==> src/rtl/funct_generator_shadow_regbank.sv <==
// -----------------------------------------------------------------------------
// funct_generator_shadow_regbank
// Double-buffered register bank for the waveform generator. Software writes
// land in shadow registers. A commit request copies every shadow value into
// the active registers in one edge. The copy waits for the generator sync
// pulse, or happens at once when IMMEDIATE = 1. Readback is registered and
// can return either the shadow copy or the active copy.
//
// Ports
//   i_clk            clock (all state on posedge)
//   i_rst            synchronous active-high reset
//   i_clrh           synchronous clear (same effect as reset, lower priority)
//   i_wr_en          shadow write strobe
//   i_wr_addr        shadow write address (out-of-range writes are ignored)
//   i_wr_data        shadow write data
//   i_rd_en          read request; data appears one cycle later
//   i_rd_addr        read address (out-of-range reads return 0)
//   i_rd_active      1 = read active copy, 0 = read shadow copy
//   o_rd_data        registered read data (holds when no read is requested)
//   o_rd_valid       one-cycle pulse per read request
//   i_commit_req     request a shadow->active transfer
//   i_sync           generator frame-boundary pulse
//   o_commit_pending commit armed and waiting for sync
//   o_commit_ack     one-cycle pulse after a transfer
//   o_dirty          per-register flag: shadow written since the last transfer
//   o_active_q       all active registers, reg i at [i*DATA_WIDTH +: DATA_WIDTH]
// -----------------------------------------------------------------------------
module funct_generator_shadow_regbank #(
    parameter int                    DATA_WIDTH  = 8,
    parameter int                    NUM_REGS    = 4,
    parameter int                    ADDR_WIDTH  = $clog2(NUM_REGS),
    parameter logic [DATA_WIDTH-1:0] RESET_VALUE = {DATA_WIDTH{1'b0}},
    parameter bit                    IMMEDIATE   = 1'b0
) (
    input  logic                           i_clk,
    input  logic                           i_rst,
    input  logic                           i_clrh,
    input  logic                           i_wr_en,
    input  logic [ADDR_WIDTH-1:0]          i_wr_addr,
    input  logic [DATA_WIDTH-1:0]          i_wr_data,
    input  logic                           i_rd_en,
    input  logic [ADDR_WIDTH-1:0]          i_rd_addr,
    input  logic                           i_rd_active,
    output logic [DATA_WIDTH-1:0]          o_rd_data,
    output logic                           o_rd_valid,
    input  logic                           i_commit_req,
    input  logic                           i_sync,
    output logic                           o_commit_pending,
    output logic                           o_commit_ack,
    output logic [NUM_REGS-1:0]            o_dirty,
    output logic [NUM_REGS*DATA_WIDTH-1:0] o_active_q
);

    typedef enum logic [0:0] {
        ST_IDLE  = 1'b0,
        ST_ARMED = 1'b1
    } state_t;

    state_t                r_state;
    state_t                w_next_state;
    logic                  w_req_eff;
    logic                  w_transfer;
    logic                  w_clear;
    logic [NUM_REGS-1:0]   w_wr_hit;
    logic [DATA_WIDTH-1:0] w_rd_word;

    logic [DATA_WIDTH-1:0] r_shadow [NUM_REGS];
    logic [DATA_WIDTH-1:0] r_active [NUM_REGS];
    logic [NUM_REGS-1:0]   r_dirty;
    logic                  r_commit_ack;
    logic                  r_rd_valid;
    logic [DATA_WIDTH-1:0] r_rd_data;

    // Reset and clear are identical in effect, so one combined clear term suffices.
    assign w_clear = i_rst | i_clrh;

    // Commit FSM next-state: an armed request behaves like a held request.
    always_comb begin
        w_next_state = r_state;
        w_req_eff    = i_commit_req | (r_state == ST_ARMED);
        w_transfer   = w_req_eff & (i_sync | IMMEDIATE);
        case (r_state)
            ST_IDLE: begin
                if (w_transfer) begin
                    w_next_state = ST_IDLE;
                end else if (i_commit_req) begin
                    w_next_state = ST_ARMED;
                end else begin
                    w_next_state = ST_IDLE;
                end
            end
            ST_ARMED: begin
                if (w_transfer) begin
                    w_next_state = ST_IDLE;
                end else begin
                    w_next_state = ST_ARMED;
                end
            end
            default: begin
                w_next_state = ST_IDLE;
            end
        endcase
    end

    // Write decode and read mux as AND-OR over the in-range registers only,
    // so an out-of-range address selects nothing and reads back as zero.
    always_comb begin
        w_wr_hit  = {NUM_REGS{1'b0}};
        w_rd_word = {DATA_WIDTH{1'b0}};
        for (int i = 0; i < NUM_REGS; i++) begin
            w_wr_hit[i] = i_wr_en & (i_wr_addr == ADDR_WIDTH'(i));
            w_rd_word   = w_rd_word
                        | ({DATA_WIDTH{i_rd_addr == ADDR_WIDTH'(i)}}
                           & (i_rd_active ? r_active[i] : r_shadow[i]));
        end
    end

    // Control state: FSM, dirty flags, ack pulse and registered readback.
    always_ff @(posedge i_clk) begin
        if (w_clear) begin
            r_state      <= ST_IDLE;
            r_dirty      <= {NUM_REGS{1'b0}};
            r_commit_ack <= 1'b0;
            r_rd_valid   <= 1'b0;
            r_rd_data    <= {DATA_WIDTH{1'b0}};
        end else begin
            r_state      <= w_next_state;
            // A write in the transfer cycle keeps only its own register dirty.
            r_dirty      <= w_wr_hit | (w_transfer ? {NUM_REGS{1'b0}} : r_dirty);
            r_commit_ack <= w_transfer;
            r_rd_valid   <= i_rd_en;
            if (i_rd_en) begin
                r_rd_data <= w_rd_word;
            end else begin
                r_rd_data <= r_rd_data;
            end
        end
    end

    // Register bank: active copies the pre-edge shadow, so a same-cycle write
    // lands only in the shadow.
    always_ff @(posedge i_clk) begin
        for (int i = 0; i < NUM_REGS; i++) begin
            if (w_clear) begin
                r_shadow[i] <= RESET_VALUE;
                r_active[i] <= RESET_VALUE;
            end else begin
                if (w_wr_hit[i]) begin
                    r_shadow[i] <= i_wr_data;
                end else begin
                    r_shadow[i] <= r_shadow[i];
                end
                if (w_transfer) begin
                    r_active[i] <= r_shadow[i];
                end else begin
                    r_active[i] <= r_active[i];
                end
            end
        end
    end

    genvar g;
    generate
        for (g = 0; g < NUM_REGS; g++) begin : g_active_q
            assign o_active_q[g*DATA_WIDTH +: DATA_WIDTH] = r_active[g];
        end
    endgenerate

    assign o_commit_pending = (r_state == ST_ARMED);
    assign o_commit_ack     = r_commit_ack;
    assign o_dirty          = r_dirty;
    assign o_rd_valid       = r_rd_valid;
    assign o_rd_data        = r_rd_data;

endmodule

==> config.mk <==
export PLATFORM = sky130hd
export DESIGN_NAME = funct_generator_shadow_regbank
export DESIGN_NICKNAME = d
export VERILOG_FILES = /design/src/rtl/funct_generator_shadow_regbank.sv
export SDC_FILE = /design/constraint.sdc
export NUM_CORES = 1
export LEC_CHECK = 0
export ABC_CLOCK_PERIOD_IN_PS = 2300
export CAP_MARGIN = 0
export CELL_PAD_IN_SITES_DETAIL_PLACEMENT = 1
export CELL_PAD_IN_SITES_GLOBAL_PLACEMENT = 1
export CORE_UTILIZATION = 42
export DETAILED_ROUTE_END_ITERATION = 7
export PLACE_DENSITY = 0.87
export SLEW_MARGIN = 0
export SYNTH_ARGS = -nofsm -noshare
export SYNTH_HDL_FRONTEND = slang
export SYNTH_SLANG_ARGS = --single-unit
==> constraint.sdc <==
create_clock -name i_clk -period 2.3 [get_ports i_clk]
set_input_delay 0.46 -clock i_clk [delete_from_list [all_inputs] [get_ports i_clk]]
set_output_delay 0.46 -clock i_clk [all_outputs]
set_load 0.1 [all_outputs]
# == Word-level counts from Yosys, hierarchy flattened ==
# Memories as Yosys holds them, arrays and structs flattened.
# Index checks and enable logic that the tools add are counted.
# classes
n_reduce_logical,2
n_shift,0
add_sub_neg,0
n_lt_le_gt_ge,0
muxes,56
n_div,0
mul,0
n_eq_ne,6
n_bitwise,32
# op_table
cell,n
$mux 8,20
$mux 1,34
$and 8x8->8,4
$or 8x8->8,3
$or 1x1->1,18
$eq 2x2->1 const B,4
$and 1x1->1,5
$eq 2x1->1 const B,2
$logic_not 2->1,2
$mux 4,1
$or 4x4->4,1
$pmux 1 s2,1
$not 1->1,1
# totals
word_cells,103
n_memories,2
latch_bits,0
input_bits,20
out_inout_bits,47
mem_bits_ro,0
reg_bits,15
ram_bits,64
# memory_table
memory,words,width,read_ports,rd_ports_with_merged_regs,write_ports,line_no,text
r_active,4,8,4,0,4,68,logic [DATA_WIDTH-1:0] r_active [NUM_REGS];
r_shadow,4,8,4,0,4,67,logic [DATA_WIDTH-1:0] r_shadow [NUM_REGS];

# == Logic depth before layout (Yosys ltp) ==
# Gate-level depths: netlist of the first run.
# depth
depth_word,7
depth_mapped,5
depth_no_buf,3

# == Worst setup path after synthesis of the first run ==
# OpenSTA, ideal clock, no wires.
# synth_timing
path_type,flip-flop to flip-flop
start,reg r_state (netlist: o_commit_pending)
end,"mem r_active[0][0], enable pin"
arrival_ps,2062
setup_slack_ps,-149
stages_incl_launch_ff,4
required_time_ps,1913
cell_sequence,dfxtp_1 -> o21ai_0 -> and2_1 -> inv_1
# synth_rtl
item,line_no,text
from (decl),59,state_t r_state;
from (signal assigned),127,r_state <= w_next_state;
to (decl),68,

# == Final worst setup path of the first run ==
# layout_timing
start,in i_rd_active
end,reg r_rd_data[4] (netlist: o_rd_data[4])
# layout_via
elab_chain_cells,5
elab_cells_between_ends,11
# layout_rtl
item,line_no,text
from (decl),43,"input logic i_rd_active,"
$mux 8,114,& (i_rd_active ? r_active[i] : r_shadow[i]));
$and 8x8->8,114,
$or 8x8->8 (2 in a row),113,| ({DATA_WIDTH{i_rd_addr == ADDR_WIDTH'(i)}}
$or 8x8->8 *,113,
to (signal assigned),125,r_rd_data <= {DATA_WIDTH{1'b0}};
to (signal assigned),133,r_rd_data <= w_rd_word;
to (signal assigned),135,r_rd_data <= r_rd_data;
to (decl),72,logic [DATA_WIDTH-1:0] r_rd_data;
# Mark *: on every way between the ends. The rest lies on a longest branch, timed or not.
# A chain may end at the register's enable or synchronous reset.

==> results.json, run 1 <==
{
  "clk_latency_ps": 350,
  "synth.distinct_cells": 25,
  "critPathCapture": "o_rd_data[4]",
  "dieArea_sq_mm": 0.00860,
  "diodes": 0,
  "slew_headroom": 0.623,
  "maxCapViolCount": 0,
  "cts_buffer_depth": 2,
  "r2r_start": "r_active[3][7]",
  "grt_usage": 0.211,
  "total_power_mw": 3.30,
  "finalCritPeriodShare": 0.810,
  "drt_iter0_markers": 126,
  "cp-start-kind": "input port",
  "tightestPinTransition_ps": 563,
  "via_count": 2234,
  "place.gp.congestion": 0.764,
  "die_y_um": 92.8,
  "ys_seq_area_frac": 0.642,
  "fin_tns_setup_ps": 0,
  "syn_avg_cell_area_sq_um": 13.7,
  "min_path_type": "reg -> reg",
  "syn_inst": 252,
  "path_cells": "clkdlybuf4s50_1 -> buf_12 -> mux2_2 -> a222oi_1 -> a31oi_1",
  "io_pins": 67,
  "synth_edf_count": 64,
  "synth_warnings": 0,
  "hpwl_um": 5990,
  "synth.ff_latch_count": 79,
  "end_kind": "flip-flop",
  "yosysMostFrequentCell": "and2_1",
  "fmax_mhz": 536,
  "viasPerCell": 5.21,
  "dr.pass1.iters": 4,
  "ys.flop_type": "edfxtp_1",
  "setup_viol": 0,
  "rr_worst_depth": 3,
  "timing.rr.end": "o_rd_data[7]",
  "synth_common_cells": "67 x and2_1, 64 x edfxtp_1, 25 x mux2_2, 15 x dfxtp_1, 13 x nand2_1",
  "rsz0062_at_grt": "no",
  "path_max_fanout": 32,
  "grt_pass1_wl_um": 13300,
  "syn_area_sq_mm": 0.00346,
  "numClockSinks": 79,
  "core_sq_mm": 0.00785,
  "outcome": "completed",
  "cts_resized": 0,
  "htreeDepth": 3,
  "cts_buffers": 9,
  "slowest_stage": "clkdlybuf4s50_1",
  "cp_slowest_stage_delay_ps": 500,
  "hold_violations": 0,
  "synth-async-reset-ratio": 0,
  "grt_max_degree": 33,
  "drive_above_1_share": 0.315,
  "initial_core_util": 0.441,
  "nets": 342,
  "p_leak_nw": 1.80,
  "grt_pass1_vias": 2348,
  "ant_nets": 0,
  "overflow": 0,
  "drc": 0,
  "timing.critical_path.from": "i_rd_active",
  "worst_ep_arrival_time_ps": 2070,
  "io_buffers": 66,
  "rows": 32,
  "yosysTopAreaCell": "edfxtp_1",
  "antenna_found_initial": 0,
  "yosys-top-cells-area": "edfxtp_1 56%, and2_1 12%, dfxtp_1 8.7%, mux2_2 8.1%, mux2_4 2.6%",
  "wl_per_cell_um": 19.6,
  "clockRootBuffer": "clkbuf_8",
  "post-cts-setup-buffer-count": 0,
  "routed_wirelength_um": 8430,
  "cts_tree": "yes",
  "slew_viol_final": 0,
  "crit_type": "in -> reg",
  "holdBufCountCts": 0,
  "ff2ff_setup_slack_ps": 900,
  "skew_ps": 10.6,
  "syn_nets": 272,
  "peakVddDrop_mv": 0.289,
  "power_density_mw_per_mm2": 762,
  "yosysTopAreaCellShare": 0.556,
  "worstPathRequired_ps": 2510,
  "whs_ps": 470,
  "min_period_ps": 1860,
  "syn_to_final_growth_pct": 25.1,
  "die_x_um": 92.8,
  "clkTransAtPathRegs_ps": 80
}
## cell usage in the layout (no fill, tap or decap), drive strengths merged, types with 2 or more instances in the layout
cell type	synthesis	routed
and2	67	67
edfxtp	64	64
buf	5	56
mux2	32	32
clkdlybuf4s50	0	19
dfxtp	15	15
nand2	13	13
o21ai	11	11
clkbuf	11	11
a222oi	8	8
a31oi	8	8
nor2	4	4
a21o	4	4
nor2b	2	2
clkinvlp	0	2
nor3	2	2
clkinv	0	2
## stage by stage
stage | instances | instance area (sq um) | setup slack [ps] | util
2_1_floorplan | 252 | 3460 | 210 | -
3_3_place_gp | 413 | 4140 | 172 | 0.527
3_5_place_dp | 413 | 4140 | 109 | 0.527
4_1_cts | 429 | 4330 | 454 | 0.551
5_1_grt | 429 | 4330 | 371 | 0.551
6_report | 429 | 4330 | 436 | 0.551
## how the worst min path moves through the flow
stage | startpoint | end | depth (start not counted)
after floorplan | r_shadow[3][3] | r_active[3][3] | 1
after global placement | o_dirty[1] | o_dirty[1] | 1
after detailed placement | o_dirty[0] | o_dirty[0] | 1
after CTS | o_dirty[0] | o_dirty[0] | 1
after global routing | o_dirty[0] | o_dirty[0] | 1
final | o_dirty[0] | o_dirty[0] | 1
## metal layers
metal	vias to the layer above	global-route usage	wire [um]
met4	0	0.0692	104
met2	80	0.324	3970
li1	1056	-	-
met3	7	0.0583	579
met1	1091	0.290	3770
met5	-	0	0
## area by class of cell
| class | instances | area (sq um) |
|---|---|---|
| Sequential cell | 79 | 2220 |
| Fill cell | 823 | 3520 |
| Clock inverter | 5 | 58.8 |
| Clock buffer | 11 | 131 |
| Tap cell | 102 | 128 |
| Multi-Input combinational cell | 156 | 1150 |
| Inverter | 1 | 3.75 |
| Timing Repair Buffer | 75 | 636 |
## critical path: cells and delay by family
kind | cells | cell delay, ps
buffers and inverters | 2 | 720
AOI/OAI and AO/OA | 2 | 520
muxes | 1 | 370
## kinds of logic (layout without fill, tap and decap cells)
logic type / count (synthesis) / after routing / synth area share
AO/OA/AOI/OAI: 31 / 31 / 0.0622
multiplexers: 32 / 32 / 0.111
flip-flops: 79 / 79 / 0.642
AND/OR/NAND/NOR: 93 / 93 / 0.157
buffers and inverters: 17 / 92 / 0.0278
## power breakdown
group / switching [mW] / total, mW / internal [mW]
Clock: 0.516 / 1.02 / 0.502
Sequential: 0.0528 / 1.68 / 1.63
Combinational: 0.434 / 0.600 / 0.166
Total: 1.00 / 3.30 / 2.30
## flip-flops by register name, indices dropped and copies added, names as in the netlist
signal	flops
o_dirty	4
r_active	32
o_rd_data	8
o_rd_valid	1
r_shadow	32
o_commit_ack	1
o_commit_pending	1
No activity file was read; power rests on OpenSTA's default activity.
==> run 2: changes to the inputs <==
--- a/config.mk
+++ b/config.mk
@@ -5,13 +5,13 @@
 export SDC_FILE = /design/constraint.sdc
 export NUM_CORES = 1
 export LEC_CHECK = 0
-export ABC_CLOCK_PERIOD_IN_PS = 2300
+export ABC_CLOCK_PERIOD_IN_PS = 1600
 export CAP_MARGIN = 0
 export CELL_PAD_IN_SITES_DETAIL_PLACEMENT = 1
 export CELL_PAD_IN_SITES_GLOBAL_PLACEMENT = 1
-export CORE_UTILIZATION = 42
+export CORE_UTILIZATION = 38
 export DETAILED_ROUTE_END_ITERATION = 7
-export PLACE_DENSITY = 0.87
+export PLACE_DENSITY = 0.83
 export SLEW_MARGIN = 0
 export SYNTH_ARGS = -nofsm -noshare
 export SYNTH_HDL_FRONTEND = slang
==> constraint.sdc (replaced) <==
create_clock -name i_clk -period 1.6 [get_ports i_clk]
set_input_delay 0.32 -clock i_clk [delete_from_list [all_inputs] [get_ports i_clk]]
set_output_delay 0.32 -clock i_clk [all_outputs]
set_load 0.1 [all_outputs]
==> results.json, run 2 (synthesis gave the netlist of run 1 again) <==
{
  "drc": 0,
  "nets": 363,
  "r2r_start": "r_active[3][7]",
  "fillCellCount": 861,
  "grt_pass1_wl_um": 14900,
  "grt_max_degree": 33,
  "fmax_mhz": 632,
  "rr_worst_depth": 3,
  "numClockSinks": 79,
  "antenna_found_initial": 0,
  "rows": 34,
  "worstHoldStart": "o_dirty[3]",
  "worstPathRequired_ps": 1800,
  "dieArea_sq_mm": 0.00949,
  "clk_latency_ps": 350,
  "ff2ff_setup_slack_ps": 20,
  "slew_headroom": 0.643,
  "fin_tns_setup_ps": 0,
  "tightestPinTransition_ps": 536,
  "cts_buffers": 9,
  "initial_core_util": 0.395,
  "crit_type": "reg -> reg",
  "final_cell_mix": "65 x and2_1, 64 x edfxtp_1, 52 x buf_12, 23 x mux2_2, 23 x buf_4",
  "place_worst_setup_slack_ps": -432,
  "drive_above_1_share": 0.383,
  "finalInstanceArea_sq_mm": 0.00517,
  "min_period_ps": 1580,
  "holdPathEnd": "o_dirty[3]",
  "via_count": 2453,
  "setup_viol": 0,
  "clockRootBuffer": "clkbuf_8",
  "ant_nets": 0,
  "worst_ep_arrival_time_ps": 1780,
  "routed_wirelength_um": 9800,
  "peakVddDrop_mv": 0.455,
  "use_met3": 0.0410,
  "power_density_mw_per_mm2": 968,
  "cp-start-kind": "flip-flop",
  "end_kind": "flip-flop",
  "maxCapViolCount": 0,
  "finalCritPeriodShare": 0.988,
  "whs_ps": 533,
  "hold_violations": 0,
  "p_leak_nw": 2.12,
  "grt_busiest_layer": "met2",
  "io_pins": 67,
  "clkTransAtPathRegs_ps": 80,
  "min_path_cells": 1,
  "grt_usage": 0.209,
  "core_sq_mm": 0.00876,
  "cts_buffer_depth": 2,
  "skew_ps": 4.78,
  "hpwl_um": 6510,
  "final_common_cell": "and2_1",
  "grtUsageMet2": 0.346,
  "io_buffers": 66,
  "outcome": "completed",
  "syn_to_final_growth_pct": 49.4,
  "use_met1": 0.262,
  "slew_viol_final": 0,
  "timing.rr.end": "o_rd_data[7]",
  "dr.pass1.iters": 5,
  "place.gp.congestion": 0.754,
  "die_y_um": 97.4,
  "path_max_fanout": 2,
  "viasPerCell": 5.39,
  "fin_util": 0.590,
  "worst_slack_ps": 18.6,
  "holdBufCountCts": 0,
  "drt_iter0_markers": 98,
  "htreeDepth": 3,
  "dpl_cell_area_sq_mm": 0.00489,
  "wl_per_cell_um": 21.5,
  "die_x_um": 97.4,
  "min_path_type": "reg -> reg",
  "grt_pass1_vias": 2543,
  "diodes": 0,
  "overflow": 0,
  "cts_tree": "yes"
}
## run 2: final cells by class
type                            count  area (sq um)  area share
Timing Repair Buffer               96          1450       0.280
Tap cell                          108           135      0.0261
Clock inverter                      6          62.6      0.0121
Sequential cell                    79          2230       0.431
Inverter                            1          7.51     0.00145
Clock buffer                        9           124      0.0240
Multi-Input combinational cell    156          1170       0.226
## run 2: worst max path at each step
stage                              start      endpoint  slack, ps  depth (start not counted)
after floorplan           r_active[3][0]  o_rd_data[0]       -100                          3
after global placement       i_rd_active  o_rd_data[6]       -390                          5
after detailed placement     i_rd_active  o_rd_data[6]       -430                          5
after CTS                    i_rd_active  o_rd_data[7]         20                          5
after global routing        i_rd_addr[1]  o_rd_data[7]        -40                          5
final                     r_active[3][7]  o_rd_data[7]         20                          3
## run 2: stage by stage
step | instances | power (mW)
after global routing | 455 | 5.12
final | 455 | 5.00
after global placement | 432 | 3.51
after detailed placement | 432 | 3.55
after floorplan | 252 | 3.07
after CTS | 448 | 5.00
## run 2: power by group
| part | internal, mW | switching, mW | leakage, nW |
|---|---|---|---|
| registers | 2.34 | 0.115 | 0.840 |
| clock network | 0.710 | 0.748 | 0.0988 |
| logic | 0.438 | 0.655 | 1.18 |
## run 2: metal layers
metal	part of all wire	routed length [um]
met4	0.030	296
met5	0	0
met1	0.41	3980
met2	0.50	4920
met3	0.061	600
## run 2: repair_timing
item,in CTS,in global routing
setup endpoints to repair,6,3
resized for setup,2,7
pin swaps,1,3
gates cloned,1,0
buffers inserted,0,7
hold endpoints to repair,0,0
## run 2: worst max-delay path: stages (launching register included)
cell and delay (ps):
edfxtp_1 430, mux2_4 290, a222oi_1 520, a31oi_1 190
==> run 3: changes to the inputs <==
--- a/config.mk
+++ b/config.mk
@@ -6,7 +6,6 @@
 export NUM_CORES = 1
 export LEC_CHECK = 0
 export ABC_CLOCK_PERIOD_IN_PS = 1600
-export CAP_MARGIN = 0
 export CELL_PAD_IN_SITES_DETAIL_PLACEMENT = 1
 export CELL_PAD_IN_SITES_GLOBAL_PLACEMENT = 1
 export CORE_UTILIZATION = 38
==> results of run 3 <==
Same layout as run 2: the final DEF is identical, and so are final timing and power.
